**src/rtl/uex_irq_ctrl.sv**
```systemverilog
// Interrupt controller: latches device events into a pending register and offers one request at a time to the irq thread (IDLE/REQ/ACTIVE, no nesting).
// Define UEX_IRQ_CTRL_LEVEL_EN for level-sensitive pending (no ack clear, overflow flag tied low); default build is edge-latched.
module uex_irq_ctrl #(
  parameter int N_IRQ = 8,
  parameter int ID_W  = (N_IRQ > 1) ? $clog2(N_IRQ) : 1
) (
  input  logic             clock,
  input  logic             reset,
  input  logic [N_IRQ-1:0] irq_i,
  input  logic             mask_we,
  input  logic [N_IRQ-1:0] mask_wdata,
  output logic             irq_req,
  output logic [ID_W-1:0]  irq_id,
  input  logic             irq_ack,
  input  logic             eoi,
  output logic             active,
  output logic [N_IRQ-1:0] pending_o,
  output logic             ovf_o
);

  typedef enum logic [1:0] {
    S_IDLE   = 2'd0,
    S_REQ    = 2'd1,
    S_ACTIVE = 2'd2
  } state_t;

  state_t           r_state;
  state_t           w_state_nxt;
  logic [N_IRQ-1:0] r_pending;
  logic [N_IRQ-1:0] r_mask;
  logic [ID_W-1:0]  r_irq_id;
  logic [ID_W-1:0]  w_irq_id_nxt;
  logic [ID_W-1:0]  w_low_idx;
  logic [N_IRQ-1:0] w_eligible;
  logic [N_IRQ-1:0] w_pending_nxt;
  logic             w_any_elig;

`ifdef UEX_IRQ_CTRL_LEVEL_EN
  assign w_pending_nxt = irq_i;
  assign ovf_o         = 1'b0;
`else
  logic [N_IRQ-1:0] r_irq_q;
  logic [N_IRQ-1:0] w_rise;
  logic [N_IRQ-1:0] w_clr;
  logic             w_ack_take;
  logic             r_ovf;

  assign w_ack_take    = (r_state == S_REQ) && irq_ack;
  assign w_rise        = irq_i & ~r_irq_q;
  assign w_clr         = w_ack_take ? (N_IRQ'(1) << r_irq_id) : '0;
  // A rising edge overrides the ack clear on the same bit.
  assign w_pending_nxt = (r_pending & ~w_clr) | w_rise;

  always_ff @(posedge clock) begin
    if (reset) begin
      r_irq_q <= '0;
      r_ovf   <= 1'b0;
    end else begin
      r_irq_q <= irq_i;
      if (|(w_rise & r_pending & ~w_clr)) begin
        r_ovf <= 1'b1;
      end
    end
  end

  assign ovf_o = r_ovf;
`endif

  assign w_eligible = r_pending & r_mask;
  assign w_any_elig = |w_eligible;

  always_comb begin
    w_low_idx = '0;
    for (int k = N_IRQ - 1; k >= 0; k--) begin
      if (w_eligible[k]) begin
        w_low_idx = ID_W'(k);
      end
    end
  end

  always_comb begin
    w_state_nxt  = r_state;
    w_irq_id_nxt = r_irq_id;
    case (r_state)
      S_IDLE: begin
        if (w_any_elig) begin
          w_state_nxt  = S_REQ;
          w_irq_id_nxt = w_low_idx;
        end
      end
      S_REQ: begin
        if (irq_ack) begin
          w_state_nxt = S_ACTIVE;
        end
      end
      S_ACTIVE: begin
        if (eoi) begin
          w_state_nxt = S_IDLE;
        end
      end
      default: w_state_nxt = S_IDLE;
    endcase
  end

  always_ff @(posedge clock) begin
    if (reset) begin
      r_state   <= S_IDLE;
      r_pending <= '0;
      r_mask    <= '1;
      r_irq_id  <= '0;
    end else begin
      r_state   <= w_state_nxt;
      r_pending <= w_pending_nxt;
      r_irq_id  <= w_irq_id_nxt;
      if (mask_we) begin
        r_mask <= mask_wdata;
      end
    end
  end

  assign irq_req   = (r_state == S_REQ);
  assign active    = (r_state == S_ACTIVE);
  assign irq_id    = r_irq_id;
  assign pending_o = r_pending;

endmodule

```
**config.mk**
```make
export PLATFORM = sky130hd
export DESIGN_NAME = uex_irq_ctrl
export DESIGN_NICKNAME = d
export VERILOG_FILES = /design/src/rtl/uex_irq_ctrl.sv
export SDC_FILE = /design/constraint.sdc
export NUM_CORES = 1
export LEC_CHECK = 0
export BUFFER_PORTS_ARGS = -buffer_cell sky130_fd_sc_hd__buf_2
export CORE_MARGIN = 2
export CORE_UTILIZATION = 50
export DETAILED_ROUTE_END_ITERATION = 16
export PLACE_DENSITY_LB_ADDON = 0.25
export SYNTH_ARGS = -nofsm -noshare
export SYNTH_HDL_FRONTEND = slang
export SYNTH_SLANG_ARGS = --single-unit
```
**constraint.sdc**
```tcl
create_clock -name clock -period 1.8 [get_ports clock]
set_clock_uncertainty 0.05 [all_clocks]
set_input_delay 0.45 -clock clock [delete_from_list [all_inputs] [get_ports clock]]
set_output_delay 0.45 -clock clock [all_outputs]
set_load 0.05 [all_outputs]
```
==> flow_summary.ini <==
[logic_synthesis]
synth_edf_count = 0
synth_nets = 152
syn-mean-instance-area_um2 = 9.780
ys_ff_latch = 30
synth.distinct_cells = 34
synth.cell_area_mm2 = 0.001281
synthFlopType = dfxtp_1
yosysSeqAreaShare_pct = 46.88
synthCells = 131
yosys_warnings = 0
async_reset_ff_share_pct = 0

[final_layout]
mostFrequentLayoutCell = buf_2
diodes = 0
fin_nets = 189
area.growth.synth_to_final_pct = 19.63
layout_common_cells = buf_2 (33), dfxtp_1 (28), nor2b_1 (18)
drive_gt1_share_pct = 33.73
n_fill_cell = 223
utilization_pct = 62.44
final_area_mm2 = 0.001533

[job]
cap_violations = 0

[run_status]
status = complete, no violations

[power]
power_density_mw_per_mm2 = 998.4
p_int_w = 0.001033
power_w = 0.001530
clockPowerShare_pct = 27.0
switchingPower_w = 0.0004968
pwr-share-comb_pct = 22.6
pwr-share-seq_pct = 50.4
leakage_nw = 0.6599
p_sw_share_pct = 32.47
peakVddDrop_mv = 0.7787

[clock_tree]
numCtsBuffers = 5
cts_tree = built
cts_hold_buf = 0
cts_resized = 0
clkSlewWorstSetupHoldPaths_ps = 90
root_buffer = clkbuf_4
clock_path_buffers = 2
h-tree-depth = 2
clock_latency_ps = 320
clock-sinks = 30
post-cts-setup-buffers = 0

[critical_path]
cp_slowest_stage_delay_ps = 400
start_kind = flop
critPathSlowestCell = dfxtp_2
critPathKind = flop to primary output
path_max_fanout = 9
arrival_ps = 1150
crit_chain = nor2b_1, clkbuf_4
worstPathRequired_ps = 1300
startpoint = r_state[1]
rr_startpoint = irq_id[1]
cp-end-kind = primary output

[timing]
hold_viol_final = 0
slew_headroom_pct = 74.49
whs_ps = 279.4
setup_viol = 0
final_max_slew_viol_count = 0
period_needed_ps = 1652
rsz0062_at_grt = no
max_freq_mhz = 605.4
worst_pin_slew_ps = 373.0
timing.final.crit_share_pct = 91.76
setup-tns-final_ps = 0

[routing]
num_vias = 1105
drc = 0
post_drt_via_cell_ratio = 5.553
route.antenna.remaining_nets = 0
wl_um = 2664
drt_iter0_drc = 51
drt_pass1_iterations = 4
routedWlPerCell_um = 13.39

[global_routing]
grt_pass1_wl_um = 4133
gr-usage-all-layers_pct = 20.58
antenna_found_initial = 0
gr-total-overflow = 0
grt_pass1_vias = 929
grt_max_degree = 20

[die]
die-area_mm2 = 0.002983
initial_core_util_pct = 52.19
dieHeight_um = 54.62
row_count = 18
io_pins = 35
coreArea_mm2 = 0.002455
die_width_um = 54.62

[placed_design]
placed_area_mm2 = 0.001468
numPortBuffers = 34
place_congestion = 0.7723
dp_hpwl_um = 1953

[min_path]
worstHoldStart = mask_wdata[0]
hold_class = primary input to flop
## routing by layer
layer  up-vias  wire (µm)  GRT usage [%]
met4         0         20          10.00
met5         -          0              0
met3         2        228          7.923
li1        552          -              -
met1       496       1098          25.04
met2        55       1317          31.55
## layout make-up
class | instances | area [µm²] | share of cell area [%]
clock buffer | 7 | 55.05 | 3.592
clock inverter | 1 | 5.005 | 0.3265
inverter | 1 | 3.754 | 0.2449
multi-input combinational | 95 | 648.1 | 42.29
sequential | 30 | 603.1 | 39.35
tap | 30 | 37.54 | 2.449
timing repair buffer | 35 | 180.2 | 11.76
## cell usage after synthesis, types with 2 or more instances
cell / instances / share of area (%)
a32oi_1: 2 / 1.4
a22oi_1: 4 / 2.3
a21oi_1: 13 / 5.1
nand2b_1: 6 / 2.9
dfxtp_1: 30 / 47
o21ai_2: 2 / 1.4
a211o_1: 8 / 5.5
nor2b_1: 18 / 8.8
clkbuf_1: 2 / 0.59
nor2_1: 3 / 0.88
nand2_1: 9 / 2.6
nand4bb_1: 2 / 1.8
o22a_2: 3 / 2.3
a311oi_1: 2 / 1.4
o21ai_0: 4 / 1.6
or2b_2: 5 / 3.4
## logic make-up after synthesis
| group | count (synthesis) | synth area share, % |
|---|---|---|
| flops | 30 | 46.88 |
| buf+inv | 6 | 2.538 |
| simple gates | 51 | 25.39 |
| compound gates | 44 | 25.20 |
## power groups by stage
stage                     clock network [W]  registers (W)  logic (W)
after floorplan                           0       0.000860   0.000180
after global placement                    0       0.000784   0.000335
after detailed placement                  0       0.000786   0.000343
after CTS                          0.000431       0.000771   0.000346
after global routing               0.000468       0.000780   0.000375
final                              0.000413       0.000772   0.000346
## state kept, by name (all words and copies together), names as in the netlist
register and cells:
r_mask 8, r_irq_q 8, pending_o 8, ovf_o 1, r_state 2, irq_id 3
## metrics by stage
step | std cells | setup slack, ps
floorplan | 131 | 115.3
global placement | 191 | 180.3
detailed placement | 191 | 123.1
CTS | 199 | 14.52
global route | 199 | 32.88
finish | 199 | 148.3
## critical path, delay by kind of cell, from the launching register on
family                 cells  cell delay [ps]
buffers and inverters      1              250
AND/OR/NAND/NOR            1              180
flip-flops                 1              400
## final timing paths
path	end	slack (ps)	cells after the start
max reg2reg	ovf_o	270	4
max	active	150	2
min	r_mask[0]	280	2
min reg2reg	pending_o[4]	460	2
(Power assumes the default switching activity.)
